==> config.mk <==
export PLATFORM = sky130hd
export DESIGN_NAME = alu_share_ctrl
export DESIGN_NICKNAME = d
export VERILOG_FILES = /design/src/rtl/alu_share_ctrl.sv
export SDC_FILE = /design/constraint.sdc
export NUM_CORES = 1
export LEC_CHECK = 0
export ABC_AREA = 1
export BUFFER_PORTS_ARGS = -buffer_cell sky130_fd_sc_hd__buf_2
export CORE_AREA = 2 2 135 137
export CTS_CLUSTER_DIAMETER = 120
export DETAILED_ROUTE_END_ITERATION = 6
export DIE_AREA = 0 0 137 139
export HOLD_SLACK_MARGIN = 0.12
export PLACE_DENSITY = 0.66
export REMOVE_ABC_BUFFERS = 1
export SETUP_SLACK_MARGIN = 0.5
export SYNTH_ARGS = -nofsm -noshare
export SYNTH_HDL_FRONTEND = slang
export SYNTH_SLANG_ARGS = --single-unit
==> constraint.sdc <==
create_clock -name clk -period 2.8 [get_ports clk]
set_input_delay 0.56 -clock clk [delete_from_list [all_inputs] [get_ports clk]]
set_output_delay 0.56 -clock clk [all_outputs]
set_load 0.02 [all_outputs]
==> src/rtl/alu_share_ctrl.sv <==
// Two-requester front end for one external combinational ALU: arbitrate, register operands,
// capture the ALU outputs one cycle later and return them on the winner's response channel.
module alu_share_ctrl #(
  parameter bit FIXED_PRIO  = 1'b0,
  parameter bit ILLEGAL_ERR = 1'b1
) (
  input  logic        clk,
  input  logic        reset,
  input  logic        req0_valid,
  output logic        req0_ready,
  input  logic [5:0]  req0_funct,
  input  logic [4:0]  req0_shamt,
  input  logic [31:0] req0_a,
  input  logic [31:0] req0_b,
  input  logic        req1_valid,
  output logic        req1_ready,
  input  logic [5:0]  req1_funct,
  input  logic [4:0]  req1_shamt,
  input  logic [31:0] req1_a,
  input  logic [31:0] req1_b,
  output logic        rsp0_valid,
  input  logic        rsp0_ready,
  output logic [31:0] rsp0_result,
  output logic [3:0]  rsp0_flags,
  output logic        rsp1_valid,
  input  logic        rsp1_ready,
  output logic [31:0] rsp1_result,
  output logic [3:0]  rsp1_flags,
  output logic [5:0]  alu_funct,
  output logic [4:0]  alu_shamt,
  output logic [31:0] alu_a,
  output logic [31:0] alu_b,
  input  logic [31:0] alu_result,
  input  logic        alu_carry,
  input  logic        alu_zero,
  input  logic        alu_ovf,
  output logic        busy
);

  typedef enum logic [1:0] {IDLE, EXEC, RESP} state_t;

  state_t      state, state_nx;
  logic        owner;
  logic        last_served;
  logic        grant;
  logic        accept;
  logic        rsp_done;
  logic        legal;
  logic [31:0] result_q;
  logic [3:0]  flags_q;

  // grant = 1 selects req1; on a tie in round-robin mode the requester not served last wins
  always_comb begin
    grant = 1'b0;
    if (req1_valid && !req0_valid)
      grant = 1'b1;
    else if (req0_valid && req1_valid && !FIXED_PRIO)
      grant = ~last_served;
  end

  always_comb begin
    legal = 1'b0;
    case (alu_funct)
      6'h00, 6'h02, 6'h03, 6'h04, 6'h20, 6'h22, 6'h24, 6'h25, 6'h2A: legal = 1'b1;
      default: legal = 1'b0;
    endcase
  end

  always_comb begin
    state_nx   = state;
    req0_ready = 1'b0;
    req1_ready = 1'b0;
    rsp0_valid = 1'b0;
    rsp1_valid = 1'b0;
    case (state)
      IDLE: begin
        req0_ready = !reset && req0_valid && !grant;
        req1_ready = !reset && req1_valid && grant;
        if (req0_ready || req1_ready)
          state_nx = EXEC;
      end
      EXEC: state_nx = RESP;
      RESP: begin
        rsp0_valid = !reset && !owner;
        rsp1_valid = !reset && owner;
        if ((rsp0_valid && rsp0_ready) || (rsp1_valid && rsp1_ready))
          state_nx = IDLE;
      end
      default: state_nx = IDLE;
    endcase
  end

  assign accept   = req0_ready || req1_ready;
  assign rsp_done = (rsp0_valid && rsp0_ready) || (rsp1_valid && rsp1_ready);

  always_ff @(posedge clk) begin
    if (reset) begin
      state       <= IDLE;
      last_served <= 1'b1;
      owner       <= 1'b0;
      alu_funct   <= '0;
      alu_shamt   <= '0;
      alu_a       <= '0;
      alu_b       <= '0;
      result_q    <= '0;
      flags_q     <= '0;
    end else begin
      state <= state_nx;
      if (accept) begin
        owner     <= grant;
        alu_funct <= grant ? req1_funct : req0_funct;
        alu_shamt <= grant ? req1_shamt : req0_shamt;
        alu_a     <= grant ? req1_a     : req0_a;
        alu_b     <= grant ? req1_b     : req0_b;
      end
      if (state == EXEC) begin
        if (ILLEGAL_ERR && !legal) begin
          result_q <= '0;
          flags_q  <= 4'b1000;
        end else begin
          result_q <= alu_result;
          flags_q  <= {1'b0, alu_ovf, alu_zero, alu_carry};
        end
      end
      if (rsp_done)
        last_served <= owner;
    end
  end

  // Both channels show the shared capture register; only the owner's valid qualifies it
  assign rsp0_result = result_q;
  assign rsp1_result = result_q;
  assign rsp0_flags  = flags_q;
  assign rsp1_flags  = flags_q;
  assign busy        = (state != IDLE);

endmodule
==> key figures <==
Layout
  – Fillers: 1867
  – Design area: 8270 um^2
  – Register Area: 2300 um^2
  – Post-layout nets: 1454
  – Multi-input logic area: 3000 um^2
  – Layout area overhead: 34.9%
  – Share of post-route cells with drive strength above 1: 0.313

Floorplan
  – Die W: 137 um
  – Io pins: 343
  – Core Footprint: 17700 um^2
  – Initial Utilization: 0.347
  – FP Rows: 49
  – Vert. Die Dim: 139 um
  – Die area: 19000 um^2

Worst hold path
  – Hold WC Path Type: input port to flop

Route
  – DRT antenna net count: 0
  – Routed length per instance: 13.3 um
  – Via density per instance: 4.51
  – Residual DRC: 0
  – Total wire length: 20000 um
  – DR vias: 6781
  – DRT Pass-1 Iters: 5
  – Drt first-iter violations: 302

Clock tree
  – Gates resized, CTS repair: 0
  – Hold Buf Count CTS: 0
  – Post-CTS Setup Bufs: 0
  – CTS clock-pin slew for the worst setup and hold paths: 60 ps
  – CTS Buf Count: 17
  – Clk buf depth: 2
  – CTS tree: built
  – Root Driver: clkbuf_16
  – H-tree Lvls: 4
  – Clk sinks: 115
  – Skew-Pair Late Insertion Delay: 410 ps

Global route
  – First-pass GRT wire length: 30500 um
  – GRT Util Overall: 0.203
  – Via count of the first global-routing pass: 6000
  – Largest net degree at the start of global routing: 45
  – Overflow after GRT: 0
  – Initial antenna violation count: 2

Setup path
  – Critical Path Fanout Max: 3
  – Critical path type: flop to output port
  – Critical Path RT: 2240 ps
  – Worst Path Arrival: 1560 ps
  – Critical Path Start Type: flop
  – Setup crit end kind: output port
  – R2R Setup Slk: 1090 ps

Placed design
  – Placed inst area: 7700 um^2
  – Detailed Place HPWL: 14200 um
  – Dpl ws: 550 ps
  – GP Congestion: 0.807
  – Input/output buffers: 342

Pwr
  – Sw frac: 0.321
  – Clk pwr share: 0.394
  – Pwr Density: 644 nW/um^2
  – Gate power share: 0.252
  – Switching power: 0.00171 W
  – Sequential power share: 0.355
  – Peak supply drop: 403 uV
  – P_leak: 4.84 nW
  – Internal power: 0.00362 W

Synth
  – Top_reg_cell synth: dfxtp_1
  – Async S/R FF share, synth: 0
  – Top cells by area, synth: dfxtp_1 38%, nand2_1 23%, nor2_1 12%
  – Average cell area after synthesis: 6.23 um^2
  – Distinct cells, synth: 18
  – Synthesized flop and latch total: 115
  – Top cell type's share of synthesized area: 0.375
  – Synthesized area: 6130 um^2
  – Register area share after synthesis: 0.375
  – Synth warn: 0
  – Synth Instances: 985
  – Post-synth EDFFs: 0
  – Leading area contributor after synthesis: dfxtp_1

Timing
  – Max Slew Vio Count: 0
  – Worst hold slack: 467 ps
  – Min Clock Period, post-route: 2120 ps
  – RSZ-0062 raised after global routing: no
  – Max Clock Skew: 6.30 ps
  – Hold Vio Cnt, Final: 0
  – Rel. slew slack: 0.595
  – Slew @ Worst Pin: 605 ps
  – Period utilization: 0.758
  – Final setup fails: 0
  – Setup ws final: 677 ps
  – Achievable Freq: 471 MHz

Status
  – Status: finished clean

Job
  – Max-cap viol count: 0
-- cells in the final DEF (no fill, tap or decap) --
| master | n |
|---|---|
| o21ai_0 | 3 |
| buf_12 | 1 |
| nand3_1 | 6 |
| nor2_1 | 192 |
| clkbuf_16 | 17 |
| nor2_2 | 2 |
| a21oi_1 | 37 |
| inv_1 | 65 |
| bufinv_16 | 2 |
| nor3_1 | 2 |
| buf_2 | 342 |
| nand2_2 | 3 |
| clkbuf_8 | 2 |
| nand3b_1 | 52 |
| nand2_1 | 367 |
| diode_2 | 2 |
| clkinvlp_4 | 4 |
| nand4_1 | 35 |
| buf_4 | 17 |
| clkbuf_1 | 1 |
| inv_2 | 3 |
| dfxtp_1 | 115 |
| clkinv_2 | 4 |
| nand3_2 | 2 |
-- area by class of cell --
| type | instances | area share |
|---|---|---|
| Antenna cell | 2 | 0.000605 |
| Clock inverter | 10 | 0.0133 |
| Multi-Input combinational cell | 701 | 0.362 |
| Tap cell | 229 | 0.0346 |
| Inverter | 68 | 0.0308 |
| Sequential cell | 115 | 0.278 |
| Clock buffer | 20 | 0.0552 |
| Timing Repair Buffer | 360 | 0.225 |
-- state kept, by name, summed over array words and instances (netlist names) --
register     cells
state            2
owner            1
rsp0_result     32
alu_funct        6
alu_shamt        5
last_served      1
alu_b           32
alu_a           32
rsp0_flags       4
-- worst max-delay path: stages, from the launching register on --
cell and delay (ps):
dfxtp_1 340, inv_1 80, nor2_1 230, inv_1 90, nor3_1 200, buf_2 220
-- cell usage after synthesis, types with 3 or more instances --
| cell | number |
|---|---|
| inv_2 | 3 |
| dfxtp_1 | 115 |
| buf_4 | 42 |
| buf_2 | 38 |
| nor2_1 | 192 |
| inv_1 | 65 |
| o21ai_0 | 3 |
| nand4_1 | 35 |
| nand2_1 | 368 |
| nand3_1 | 7 |
| clkbuf_1 | 14 |
| nand3b_1 | 52 |
| buf_1 | 7 |
| a21oi_1 | 37 |
-- power by group through the flow --
stage | registers, W | logic [W] | clock network, W
2_1_floorplan | 0.00214 | 0.000579 | 0
3_3_place_gp | 0.00192 | 0.00135 | 0
3_5_place_dp | 0.00192 | 0.00135 | 0
4_1_cts | 0.00189 | 0.00135 | 0.00215
5_1_grt | 0.00191 | 0.00149 | 0.00224
6_report | 0.00189 | 0.00134 | 0.00210
-- through the flow --
stage / utilization / power [W] / TNS (ps) / std cells
finish: 0.469 / 0.00533 / 0 / 1505
global route: 0.468 / 0.00564 / 0 / 1504
CTS: 0.468 / 0.00540 / 0 / 1503
detailed placement: 0.436 / 0.00327 / 0 / 1473
global placement: 0.436 / 0.00326 / 0 / 1473
floorplan: - / 0.00272 / -110040 / 884
-- cells by family after synthesis --
| logic type | synth area share |
|---|---|
| buffers and inverters | 0.137 |
| DFF | 0.375 |
| and+or+nand+nor | 0.455 |
| AOI/OAI and AO/OA | 0.0326 |
-- final timing paths --
kind | startpoint | end | depth (start not counted)
setup / recovery | state[1] | rsp0_valid | 5
hold / removal | req1_b[15] | alu_b[15] | 5
setup reg to reg | state[0] | alu_shamt[4] | 8
hold reg to reg | alu_b[18] | alu_b[18] | 2
-- routing by layer --
layer	vias to the layer above	wire [um]	track usage
met4	0	360	0.0678
met1	2942	8330	0.241
met5	-	0	0
li1	3546	-	-
met2	269	9530	0.341
met3	24	1760	0.0676
Power figures use the tool's default switching activity.
